File: src/rtl/cga_vram_sequencer_pkg.sv
// Shared phase constants and CPU port state encoding for the CGA VRAM sequencer.
// Optional snow emulation is selected by the CGA_SNOW_EN macro in the top level.
package cga_pkg;

  // Offsets within a 16-cycle fetch half, relative to the base phase d
  localparam logic [3:0] OFF_CHAR_ADDR = 4'd0;
  localparam logic [3:0] OFF_ATT_ADDR  = 4'd1;
  localparam logic [3:0] STB_CHAR      = 4'd1;
  localparam logic [3:0] STB_ATT       = 4'd2;
  localparam logic [3:0] STB_ROM       = 4'd3;
  localparam logic [3:0] STB_PIPE      = 4'd4;

  localparam int CPU_SLOT_A_DEF = 8;
  localparam int CPU_SLOT_B_DEF = 24;

  typedef enum logic [1:0] {
    ST_IDLE   = 2'd0,
    ST_PEND   = 2'd1,
    ST_ACCESS = 2'd2,
    ST_DONE   = 2'd3
  } cpu_state_t;

endpackage

File: src/rtl/cga_vram_sequencer_if.sv
// One-deep CPU request channel into the VRAM sequencer.
interface cga_vram_sequencer_if;
  logic        cpu_req;
  logic        cpu_we;
  logic [13:0] cpu_addr;
  logic [7:0]  cpu_wdata;
  logic [7:0]  cpu_rdata;
  logic        cpu_ack;

  modport master (output cpu_req, output cpu_we, output cpu_addr, output cpu_wdata,
                  input cpu_rdata, input cpu_ack);
  modport slave  (input cpu_req, input cpu_we, input cpu_addr, input cpu_wdata,
                  output cpu_rdata, output cpu_ack);
endinterface

File: src/rtl/cga_vram_sequencer_cpu_port.sv
// CPU request holding registers, access FSM and ack/read-data generation.
module cga_cpu_port
  import cga_pkg::*;
(
  input  logic                 clk,
  input  logic                 reset,
  input  logic                 grant,
  input  logic [7:0]           vram_data,
  cga_vram_sequencer_if.slave  cpu,
  output logic                 pend,
  output logic                 held_we,
  output logic [13:0]          held_addr,
  output logic [7:0]           held_wdata
);

  cpu_state_t state;

  assign pend = (state == ST_PEND);

  // DONE spans slot+1 (read data valid) and slot+2 (ack visible)
  always_ff @(posedge clk or posedge reset) begin
    if (reset) begin
      state         <= ST_IDLE;
      cpu.cpu_ack   <= 1'b0;
      cpu.cpu_rdata <= 8'd0;
    end else begin
      cpu.cpu_ack <= 1'b0;
      unique case (state)
        ST_IDLE:   if (cpu.cpu_req) state <= ST_PEND;
        ST_PEND:   if (grant) state <= ST_ACCESS;
        ST_ACCESS: state <= ST_DONE;
        ST_DONE: begin
          if (!cpu.cpu_ack) begin
            cpu.cpu_ack <= 1'b1;
            if (!held_we) cpu.cpu_rdata <= vram_data;
          end else begin
            state <= ST_IDLE;
          end
        end
      endcase
    end
  end

  always_ff @(posedge clk) begin
    if (state == ST_IDLE && cpu.cpu_req) begin
      held_we    <= cpu.cpu_we;
      held_addr  <= cpu.cpu_addr;
      held_wdata <= cpu.cpu_wdata;
    end
  end

endmodule

File: src/rtl/cga_vram_sequencer.sv
// CGA phase counter, display fetch strobes and VRAM arbitration between display and CPU.
// Define CGA_SNOW_EN to service CPU requests on the attribute phase in 80-column text (snow).
module cga_vram_sequencer
  import cga_pkg::*;
#(
  parameter int CPU_SLOT_A = CPU_SLOT_A_DEF,
  parameter int CPU_SLOT_B = CPU_SLOT_B_DEF
)(
  input  logic                 clk,
  input  logic                 reset,
  input  logic                 hres_mode,
  input  logic                 grph_mode,
  input  logic [12:0]          crtc_addr,
  input  logic [4:0]           row_addr,
  input  logic [7:0]           vram_data,
  output logic [13:0]          vram_addr,
  output logic                 vram_we,
  output logic [7:0]           vram_wdata,
  output logic [4:0]           clk_seq,
  output logic                 vram_read_char,
  output logic                 vram_read_att,
  output logic                 charrom_read,
  output logic                 disp_pipeline,
  cga_vram_sequencer_if.slave  cpu
);

  logic [4:0]  seq_next;
  logic [3:0]  off;
  logic        hi_fetch;
  logic        fetch_en;
  logic [13:0] char_addr;
  logic        slot_hit;
  logic        snow_mode;
  logic        snow_hit;
  logic        grant;
  logic        pend;
  logic        held_we;
  logic [13:0] held_addr;
  logic [7:0]  held_wdata;
  logic        unused_row;

  // All registered outputs are decoded from the phase they will show next
  assign seq_next = clk_seq + 5'd1;
  assign off      = seq_next[3:0];

  // Upper half fetches only when hres was set at its base phase
  always_comb begin
    fetch_en = 1'b1;
    if (seq_next[4]) fetch_en = (off == OFF_CHAR_ADDR) ? hres_mode : hi_fetch;
  end

  assign char_addr  = grph_mode ? {row_addr[0], crtc_addr[11:0], 1'b0} : {crtc_addr, 1'b0};
  assign unused_row = &{1'b0, row_addr[4:1]};
  assign slot_hit   = (seq_next == 5'(CPU_SLOT_A)) || (seq_next == 5'(CPU_SLOT_B));

`ifdef CGA_SNOW_EN
  assign snow_mode = hres_mode & ~grph_mode;
  assign snow_hit  = snow_mode & fetch_en & (off == OFF_ATT_ADDR);
`else
  assign snow_mode = 1'b0;
  assign snow_hit  = 1'b0;
`endif

  assign grant = pend & (snow_mode ? snow_hit : slot_hit);

  always_ff @(posedge clk or posedge reset) begin
    if (reset) begin
      clk_seq        <= 5'd0;
      hi_fetch       <= 1'b0;
      vram_addr      <= 14'd0;
      vram_we        <= 1'b0;
      vram_wdata     <= 8'd0;
      vram_read_char <= 1'b0;
      vram_read_att  <= 1'b0;
      charrom_read   <= 1'b0;
      disp_pipeline  <= 1'b0;
    end else begin
      clk_seq <= seq_next;
      if (seq_next == 5'd16) hi_fetch <= hres_mode;
      vram_we <= 1'b0;
      if (grant) begin
        vram_addr  <= held_addr;
        vram_we    <= held_we;
        vram_wdata <= held_wdata;
      end else if (fetch_en && off == OFF_CHAR_ADDR) begin
        vram_addr <= char_addr;
      end else if (fetch_en && off == OFF_ATT_ADDR) begin
        vram_addr <= {char_addr[13:1], 1'b1};
      end
      vram_read_char <= fetch_en && (off == STB_CHAR);
      vram_read_att  <= fetch_en && (off == STB_ATT);
      charrom_read   <= fetch_en && (off == STB_ROM);
      disp_pipeline  <= fetch_en && (off == STB_PIPE);
    end
  end

  cga_cpu_port u_cpu (
    .clk        (clk),
    .reset      (reset),
    .grant      (grant),
    .vram_data  (vram_data),
    .cpu        (cpu),
    .pend       (pend),
    .held_we    (held_we),
    .held_addr  (held_addr),
    .held_wdata (held_wdata)
  );

endmodule

File: src/flat_wrapper.sv
// flat-port wrapper written by rule: the top's interface ports become plain ports
module cga_vram_sequencer_flat import cga_pkg::*;
#(
  parameter int CPU_SLOT_A = CPU_SLOT_A_DEF,
  parameter int CPU_SLOT_B = CPU_SLOT_B_DEF
)
  (clk, reset, hres_mode, grph_mode, crtc_addr, row_addr, vram_data, vram_addr, vram_we, vram_wdata, clk_seq, vram_read_char, vram_read_att, charrom_read, disp_pipeline, cpu_cpu_req, cpu_cpu_we, cpu_cpu_addr, cpu_cpu_wdata, cpu_cpu_rdata, cpu_cpu_ack);
  cga_vram_sequencer_if cpu_i ();
  input  logic clk;
  input  logic reset;
  input  logic hres_mode;
  input  logic grph_mode;
  input  logic [12:0] crtc_addr;
  input  logic [4:0] row_addr;
  input  logic [7:0] vram_data;
  output logic [13:0] vram_addr;
  output logic vram_we;
  output logic [7:0] vram_wdata;
  output logic [4:0] clk_seq;
  output logic vram_read_char;
  output logic vram_read_att;
  output logic charrom_read;
  output logic disp_pipeline;
  input wire logic [$bits(cpu_i.cpu_req)-1:0] cpu_cpu_req;
  input wire logic [$bits(cpu_i.cpu_we)-1:0] cpu_cpu_we;
  input wire logic [$bits(cpu_i.cpu_addr)-1:0] cpu_cpu_addr;
  input wire logic [$bits(cpu_i.cpu_wdata)-1:0] cpu_cpu_wdata;
  output wire logic [$bits(cpu_i.cpu_rdata)-1:0] cpu_cpu_rdata;
  output wire logic [$bits(cpu_i.cpu_ack)-1:0] cpu_cpu_ack;
  assign cpu_i.cpu_req = cpu_cpu_req;
  assign cpu_i.cpu_we = cpu_cpu_we;
  assign cpu_i.cpu_addr = cpu_cpu_addr;
  assign cpu_i.cpu_wdata = cpu_cpu_wdata;
  assign cpu_cpu_rdata = cpu_i.cpu_rdata;
  assign cpu_cpu_ack = cpu_i.cpu_ack;
  cga_vram_sequencer #(.CPU_SLOT_A(CPU_SLOT_A), .CPU_SLOT_B(CPU_SLOT_B)) u_core (.clk(clk), .reset(reset), .hres_mode(hres_mode), .grph_mode(grph_mode), .crtc_addr(crtc_addr), .row_addr(row_addr), .vram_data(vram_data), .vram_addr(vram_addr), .vram_we(vram_we), .vram_wdata(vram_wdata), .clk_seq(clk_seq), .vram_read_char(vram_read_char), .vram_read_att(vram_read_att), .charrom_read(charrom_read), .disp_pipeline(disp_pipeline), .cpu(cpu_i));
endmodule
File: config.mk
export PLATFORM = sky130hd
export DESIGN_NAME = cga_vram_sequencer_flat
export DESIGN_NICKNAME = d
export VERILOG_FILES = /design/src/rtl/cga_vram_sequencer_pkg.sv /design/src/rtl/cga_vram_sequencer_if.sv /design/src/rtl/cga_vram_sequencer_cpu_port.sv /design/src/rtl/cga_vram_sequencer.sv /design/src/flat_wrapper.sv
export SDC_FILE = /design/constraint.sdc
export NUM_CORES = 1
export LEC_CHECK = 0
export ABC_AREA = 1
export BUFFER_PORTS_ARGS = -buffer_cell sky130_fd_sc_hd__buf_2
export CAP_MARGIN = 20
export CORE_MARGIN = 5
export CORE_UTILIZATION = 50
export CTS_BUF_LIST = sky130_fd_sc_hd__clkbuf_16
export DETAILED_ROUTE_END_ITERATION = 12
export GPL_ROUTABILITY_DRIVEN = 0
export HOLD_SLACK_MARGIN = 0.1
export PLACE_DENSITY_LB_ADDON = 0.05
export SYNTH_ARGS = -nofsm -noshare
export SYNTH_HDL_FRONTEND = slang
export SYNTH_HIERARCHICAL = 1
export SYNTH_SLANG_ARGS = --single-unit
File: constraint.sdc
create_clock -name clk -period 2.3 [get_ports clk]
set_input_delay 0.575 -clock clk [delete_from_list [all_inputs] [get_ports clk]]
set_output_delay 0.575 -clock clk [all_outputs]
set_load 0.1 [all_outputs]
==> results.toml, run 1 <==
[status]
status = "completed"

[setup_path]
critical-path-slowest-cell = "dfrtp_2"
crit_path_frequent_cell = "nand2_1"
required_ns = 2.52
critPathArrivalTime_ns = 2.26
reg2reg_slack_ns = 0.26
cp_cell_sequence = "ha_1 -> inv_1 -> nand2_1 -> nand2_2 -> nor2_4 -> nand2_2 -> nor2_8 -> inv_2 -> nand2_1 -> nand2_1 -> nand2_1 -> nand2_1"
criticalPathCategory = "reg2reg"
cp-start-kind = "flop"
cp-end-kind = "flop"
regToRegEndpoint = "u_core/vram_addr[2]"
reg2reg_depth = 12
max_stage_delay_ns = 0.42
critical_path.max_fanout = 22
cpLargestDelayFamily = "simple AND/OR/NAND/NOR gates"
crit_buf_inv = 2
r2r_start = "u_core/clk_seq[1]"

[yosys]
syn_avg_cell_area_um2 = 10.0
synth_top_area_cell = "dfrtp_1"
yosys.area.top_type_share_pct = 37.5
synthCells = 293
netlist_area_mm2 = 0.00293
yosysWarnings = 6
ys_ff_latch = 67
syn_nets = 357
ys_types = 20
synth-seq-area-share_pct = 61.1
yosys-top-cells-area = "dfrtp_1 38%, edfxtp_1 24%, nand2_1 16%"

[clocking]
cts_resized = 0
postCtsHoldBufs = 0
clock_sinks = 67
htree_levels = 3
cts_root_buffer = "clkbuf_16"
clk_path_buf_depth = 2
cts.reportedPaths.clkPinSlew_ns = 0.06
cts_tree = "yes"
clk_latency_ns = 0.33
post_cts_buffers = 0
cts-buffers-inserted = 9

[sta]
maxSlewHeadroom_pct = 53.2
setup_tns_ns = 0
finalClockSkew_ns = 0.00767
max_clock_freq_mhz = 490
timing.final.crit_share_pct = 88.8
maxSlewViolCount = 0
hold_viol = 0
setup_viol = 0
rsz0062_at_grt = "false"
tightestPinTransition_ns = 0.701
finalCriticalPeriod_ns = 2.04
holdWs_ns = 0.239

[route]
first_pass_iters = 4
drt_iter0_drc = 64
vias = 2163
ant_nets = 0
drc = 0
wire_per_inst_um = 12.4
vias_per_cell = 4.59
drt_wl_total_um = 5840

[floorplanning]
die_area_mm2 = 0.00750
coreArea_mm2 = 0.00582
start_util_pct = 50.5
std_cell_rows = 28
ios = 95
die_w_um = 86.6
fp.dieH_um = 86.6

[global_route]
overflow = 0
grt_pass1_vias = 2099
grt_antenna_before_repair = 0
grt_max_degree = 24
grt_pass1_wl_um = 9690
grt_usage_pct = 16.9

[finish]
diodes = 0
area.growth.synth_to_final_pct = 27.9
fin_nets = 455
final_util_pct = 64.5
stdcell_area_mm2 = 0.00375
most-common-layout-cells = "126 x nand2_1, 90 x buf_2, 42 x dfrtp_1, 29 x nand3_1, 27 x inv_1"
layout_commonest_cell = "nand2_1"
drive_gt1_share_pct = 32.8
fin_cells = 471

[placement]
dpl_cell_area_mm2 = 0.00345
post-place-cells = 455
hpwl_um = 4240
place.port_buffers = 90

[worst_hold_path]
min_path_type = "in2async"

[power]
peakVddDrop_mv = 1.17
power_leakage_nw = 2.05
powerDensity_mw_per_mm2 = 1340

[job]
drv_cap = 0
## synthesized netlist by cell type
cell	instances
nor2_4	3
nor2_1	2
nand4_1	5
buf_2	1
buf_4	3
nand3_4	1
buf_6	4
o21ai_0	2
nand2_1	126
dfrtp_1	44
inv_2	1
mux2_2	1
ha_1	10
nand3_1	29
a21oi_2	1
edfxtp_1	23
nor2_8	1
inv_1	27
nand2_4	5
nand2_2	4
## report_power, final
group          internal [mW]  switching [mW]
sequential              1.53           0.134
clock                  0.855           0.533
combinational          0.311            1.65
total                   2.70            2.32
## registers in the layout (all words and copies together), names as in the netlist, 2 cells and up
| signal | count |
|---|---|
| u_core/clk_seq | 5 |
| u_core/u_cpu/cpu.cpu_rdata | 8 |
| u_core/u_cpu/held_addr | 14 |
| u_core/u_cpu/held_wdata | 8 |
| u_core/u_cpu/state | 2 |
| u_core/vram_addr | 14 |
| u_core/vram_wdata | 8 |
## logic make-up after synthesis
logic type / count (synthesis) / synth area share (%)
buffers and inverters: 36 / 6.06
flip-flops: 67 / 61.1
AO/OA/AOI/OAI: 3 / 0.640
adder cells (fa/ha/maj): 10 / 4.26
multiplexers: 1 / 0.384
AND/OR/NAND/NOR: 176 / 27.6
## worst max-delay path by stage
stage,startpoint,to,cells past startpoint
4_1_cts,u_core/clk_seq[1],u_core/vram_addr[1],12
6_report,u_core/clk_seq[1],u_core/vram_addr[2],12
3_5_place_dp,u_core/clk_seq[1],u_core/vram_addr[1],12
3_3_place_gp,u_core/clk_seq[1],u_core/vram_addr[1],12
2_1_floorplan,u_core/clk_seq[2],u_core/u_cpu/state[0],12
5_1_grt,u_core/clk_seq[1],u_core/vram_addr[2],12
## stage by stage
step / power [mW] / setup WS, ns
2_1_floorplan: 3.31 / 0.0542
3_3_place_gp: 3.64 / 0.357
3_5_place_dp: 3.66 / 0.290
4_1_cts: 5.06 / 0.240
5_1_grt: 5.24 / 0.0508
6_report: 5.01 / 0.258
## area by class of cell
cell class	instances	area (µm²)
clock buffers	9	225
clock inverters	7	81.3
fillers	505	2060
inverters	28	105
multi-input cells	190	965
flip-flops and latches	67	1790
well taps	75	93.8
repair buffers	95	488
## layer usage
layer	GRT usage, %	vias to the layer above	part of all wire (%)
met2	25.9	63	46
met4	6.80	0	1.5
met3	5.61	8	8.3
met5	0	-	0
li1	-	1122	-
met1	22.1	970	44
Power figures use the tool's default switching activity.
==> run 2: changes to the inputs <==
MAX_ROUTING_LAYER = met4   (was default)
==> run 2 against run 1 <==
Effect of this change:
- first-iteration DRC count rose by 7.8%
- largest power group unchanged
- register-to-register slack barely moved
- clock power barely moved
- worst setup slack improved by 0.0073 ns
- final area did not move
- via count rose by 0.60%
==> results.toml, run 2 (synthesis results as in run 1) <==
[clocking]
cts.reportedPaths.clkPinSlew_ns = 0.06
post_cts_buffers = 0
htree_levels = 3
clock_sinks = 67
clk_latency_ns = 0.33
cts_tree = "yes"
postCtsHoldBufs = 0
cts_resized = 0
cts-buffers-inserted = 9
clk_path_buf_depth = 2
cts_root_buffer = "clkbuf_16"

[sta]
max_clock_freq_mhz = 492
rsz0062_at_grt = "false"
setup_viol = 0
setup_tns_ns = 0
tightestPinTransition_ns = 0.720
finalClockSkew_ns = 0.0102
setup_ws_ns = 0.266
timing.final.crit_share_pct = 88.5
maxSlewHeadroom_pct = 51.9
maxSlewViolCount = 0
hold_viol = 0
finalCriticalPeriod_ns = 2.03
holdWs_ns = 0.237

[route]
wire_per_inst_um = 12.4
ant_nets = 0
vias_per_cell = 4.62
drc = 0
drt_wl_total_um = 5840
drt_iter0_drc = 69
vias = 2176
first_pass_iters = 4

[setup_path]
critical_path.max_fanout = 22
reg2reg_slack_ns = 0.27
cp-end-kind = "flop"
critPathArrivalTime_ns = 2.25
r2r_start = "u_core/clk_seq[1]"
cp-start-kind = "flop"
reg2reg_depth = 12
criticalPathCategory = "reg2reg"
regToRegEndpoint = "u_core/vram_addr[2]"
required_ns = 2.52

[floorplanning]
die_area_mm2 = 0.00750
std_cell_rows = 28
start_util_pct = 50.5
fp.dieH_um = 86.6
ios = 95
coreArea_mm2 = 0.00582
die_w_um = 86.6

[power]
peakVddDrop_mv = 1.17
power_leakage_nw = 2.05
powerDensity_mw_per_mm2 = 1340

[finish]
reg.largest.list = "u_core/u_cpu/held_addr (14), u_core/vram_addr (14)"
area.growth.synth_to_final_pct = 27.9
fin_nets = 455
drive_gt1_share_pct = 32.8
diodes = 0
layout_commonest_cell = "nand2_1"
most-common-layout-cells = "126 x nand2_1, 90 x buf_2, 42 x dfrtp_1, 29 x nand3_1, 27 x inv_1"

[status]
status = "completed"

[global_route]
grt_max_degree = 24
grt_pass1_wl_um = 9710
grt_usage_pct = 17.4
grt_antenna_before_repair = 0
overflow = 0
grt_pass1_vias = 2098

[placement]
place.port_buffers = 90
dpl_worst_slack_ns = 0.290
hpwl_um = 4240

[worst_hold_path]
min_path_type = "in2async"

[job]
drv_cap = 0
==> run 2: cell counts in the layout (fill, tap and decap cells not counted) <==
No cell type changed its count.
==> run 2: report_power, final <==
part / internal, mW / switching, mW / total (mW)
Clock: 0.856 / 0.537 / 1.39
Sequential: 1.53 / 0.135 / 1.66
Combinational: 0.311 / 1.65 / 1.96
==> run 2: metal layers <==
layer  vias to the layer above  track usage (%)  share of wire (%)
met1                       977             22.4                 44
met4                         0             8.50                2.2
met5                         -                -                  0
met3                         9             4.37                7.7
li1                       1124                -                  -
met2                        66             25.8                 46
==> run 2: worst max-delay path by stage <==
stage                 startpoint                    end  slack (ns)  cells after the start
5_1_grt        u_core/clk_seq[1]    u_core/vram_addr[2]        0.05                     12
3_3_place_gp   u_core/clk_seq[1]    u_core/vram_addr[1]        0.36                     12
2_1_floorplan  u_core/clk_seq[2]  u_core/u_cpu/state[0]        0.05                     12
3_5_place_dp   u_core/clk_seq[1]    u_core/vram_addr[1]        0.29                     12
4_1_cts        u_core/clk_seq[1]    u_core/vram_addr[1]        0.24                     12
6_report       u_core/clk_seq[1]    u_core/vram_addr[2]        0.27                     12
==> run 2: metrics by stage <==
| step | cells | cell area, µm² | power, mW | util, % |
|---|---|---|---|---|
| 6_report | 471 | 3750 | 5.02 | 64.5 |
| 5_1_grt | 471 | 3750 | 5.24 | 64.5 |
| 4_1_cts | 471 | 3750 | 5.06 | 64.5 |
| 3_5_place_dp | 455 | 3450 | 3.66 | 59.3 |
| 3_3_place_gp | 455 | 3450 | 3.64 | 59.3 |
| 2_1_floorplan | 293 | 2940 | 3.31 | - |
==> run 2: area by class of cell <==
class,count,area [µm²]
clock buffer,9,225
clock inverter,7,81.3
fill,505,2060
inverter,28,105
multi-input combinational,190,965
sequential,67,1790
tap,75,93.8
timing repair buffer,95,488
==> run 2: critical path: stages (launching register included) <==
cell and delay, ns:
dfrtp_2 0.42, ha_1 0.26, inv_1 0.10, nand2_1 0.09, nand2_2 0.09, nor2_4 0.13, nand2_2 0.10, nor2_8 0.21
inv_2 0.22, nand2_1 0.11, nand2_1 0.06, nand2_1 0.07, nand2_1 0.05
==> run 3: changes to the inputs <==
clock period = 2.1 ns   (was 2.3 ns; I/O delays follow)
==> run 3 against run 2 <==
Effect of this change:
- clock power is 24% higher
- worst hold slack got worse by 0.039 ns
- largest power group unchanged
- register-to-register slack lost 0.05 ns
==> results.toml, run 3 (synthesis results as in run 1) <==
[clocking]
cts_tree = "yes"
clock_sinks = 67
htree_levels = 3
postCtsHoldBufs = 0
clk_path_buf_depth = 2
cts.reportedPaths.clkPinSlew_ns = 0.06
cts-buffers-inserted = 9
cts_root_buffer = "clkbuf_16"
clk_latency_ns = 0.32

[sta]
max_clock_freq_mhz = 531
finalCriticalPeriod_ns = 1.88
timing.final.crit_share_pct = 89.7
finalClockSkew_ns = 0.00438
setup_viol = 0
tightestPinTransition_ns = 0.509
hold_viol = 0
setup_tns_ns = 0
maxSlewViolCount = 0
rsz0062_at_grt = "false"
maxSlewHeadroom_pct = 66.0

[worst_hold_path]
min_path_type = "in2async"

[route]
ant_nets = 0
drt_wl_total_um = 5910
vias = 2197
drc = 0
wire_per_inst_um = 12.4
vias_per_cell = 4.62
drt_iter0_drc = 60
first_pass_iters = 4

[power]
powerDensity_mw_per_mm2 = 1470
power_mw = 5.70
power_leakage_nw = 2.09
peakVddDrop_mv = 1.42

[placement]
hpwl_um = 4310
place.port_buffers = 90
post-place-cells = 456

[floorplanning]
std_cell_rows = 28
ios = 95
die_w_um = 86.6
start_util_pct = 50.5
coreArea_mm2 = 0.00582
fp.dieH_um = 86.6
die_area_mm2 = 0.00750

[finish]
final_util_pct = 66.5
diodes = 0
drive_gt1_share_pct = 34.4
area.growth.synth_to_final_pct = 31.8
fin_nets = 460
most-common-layout-cells = "126 x nand2_1, 90 x buf_2, 40 x dfrtp_1, 29 x nand3_1, 27 x inv_1"
fillers = 523
layout_commonest_cell = "nand2_1"
fin_cells = 476
reg.largest.list = "u_core/u_cpu/held_addr (14), u_core/vram_addr (14)"

[setup_path]
r2r_start = "u_core/clk_seq[0]"
cp-end-kind = "flop"
cp-start-kind = "flop"
criticalPathCategory = "reg2reg"
critPathArrivalTime_ns = 2.09
critical_path.max_fanout = 7
startpoint = "u_core/clk_seq[0]"
required_ns = 2.31

[job]
drv_cap = 0

[status]
status = "completed"

[global_route]
grt_pass1_vias = 2196
overflow = 0
grt_usage_pct = 17.6
grt_antenna_before_repair = 0
grt_max_degree = 24
grt_pass1_wl_um = 9870
[run 3: changes by cell type in the layout (fill, tap and decap cells not counted)]
cell        previous run  this run
clkinv_4               1         3
nor2_4                 3         4
dfrtp_4                0         2
ha_1                  10         9
inv_6                  4         1
buf_12                 0         1
buf_6                  0         1
ha_2                   0         1
buf_4                  5         7
clkinvlp_4             1         0
inv_2                  1         0
bufinv_16              1         3
inv_4                  0         1
dfrtp_1               42        40
[run 3: per-stage QoR]
step	setup slack (ns)	hold WS, ns	instance area, µm²
2_1_floorplan	0.0390	0.377	2940
3_3_place_gp	0.0779	0.427	3470
3_5_place_dp	0.0399	0.434	3470
4_1_cts	0.0192	0.204	3820
5_1_grt	0.0534	0.235	3870
6_report	0.215	0.198	3870
[run 3: path summary, 6_finish.rpt]
| check | to | slack (ns) | depth (start not counted) |
|---|---|---|---|
| max in group asynchronous | u_core/vram_addr[10] | 1.33 | 3 |
| min reg2reg | u_core/vram_wdata[6] | 0.45 | 2 |
| max reg2reg | u_core/u_cpu/state[1] | 0.22 | 11 |
| max | u_core/u_cpu/state[1] | 0.22 | 11 |
| min in group clk | u_core/u_cpu/held_wdata[5] | 0.37 | 1 |
| min | u_core/u_cpu/cpu.cpu_rdata[3] | 0.20 | 2 |
[run 3: routing by layer]
metal  wire length [µm]  up-vias  track usage, %
met1               2600      998            22.7
met3                414        4            5.13
met2               2850       60            26.7
met5                  0        -               -
li1                   -     1135               -
met4                 48        0            6.37
[run 3: worst max-delay path, cell delays in order, from the launching register on]
cell,delay [ns]
dfrtp_4,0.51
ha_2,0.23
nand2_1,0.09
nand2_2,0.08
nor2_4,0.14
nand2_2,0.13
nor2_8,0.19
inv_1,0.05
nand2_1,0.10
nand3_1,0.11
nand2_1,0.07
nand2_1,0.06
[run 3: area by class of cell]
class	instances	area, µm²	share of cell area [%]
sequential	67	1800	46.6
multi-input combinational	191	978	25.3
timing repair buffer	99	534	13.8
clock buffer	9	225	5.83
clock inverter	7	125	3.24
inverter	28	108	2.78
tap	75	93.8	2.43
[run 3: power breakdown]
part	internal, mW	switching [mW]
logic	0.341	1.82
clock network	1.17	0.548
registers	1.68	0.146
total	3.18	2.52
[run 3: timing repair]
action | 4_1_cts | 5_1_grt
endpoints found under the hold margin | 0 | 0
setup buffers | 0 | 3
gates resized for setup | 0 | 4
endpoints found under the setup margin | 0 | 22
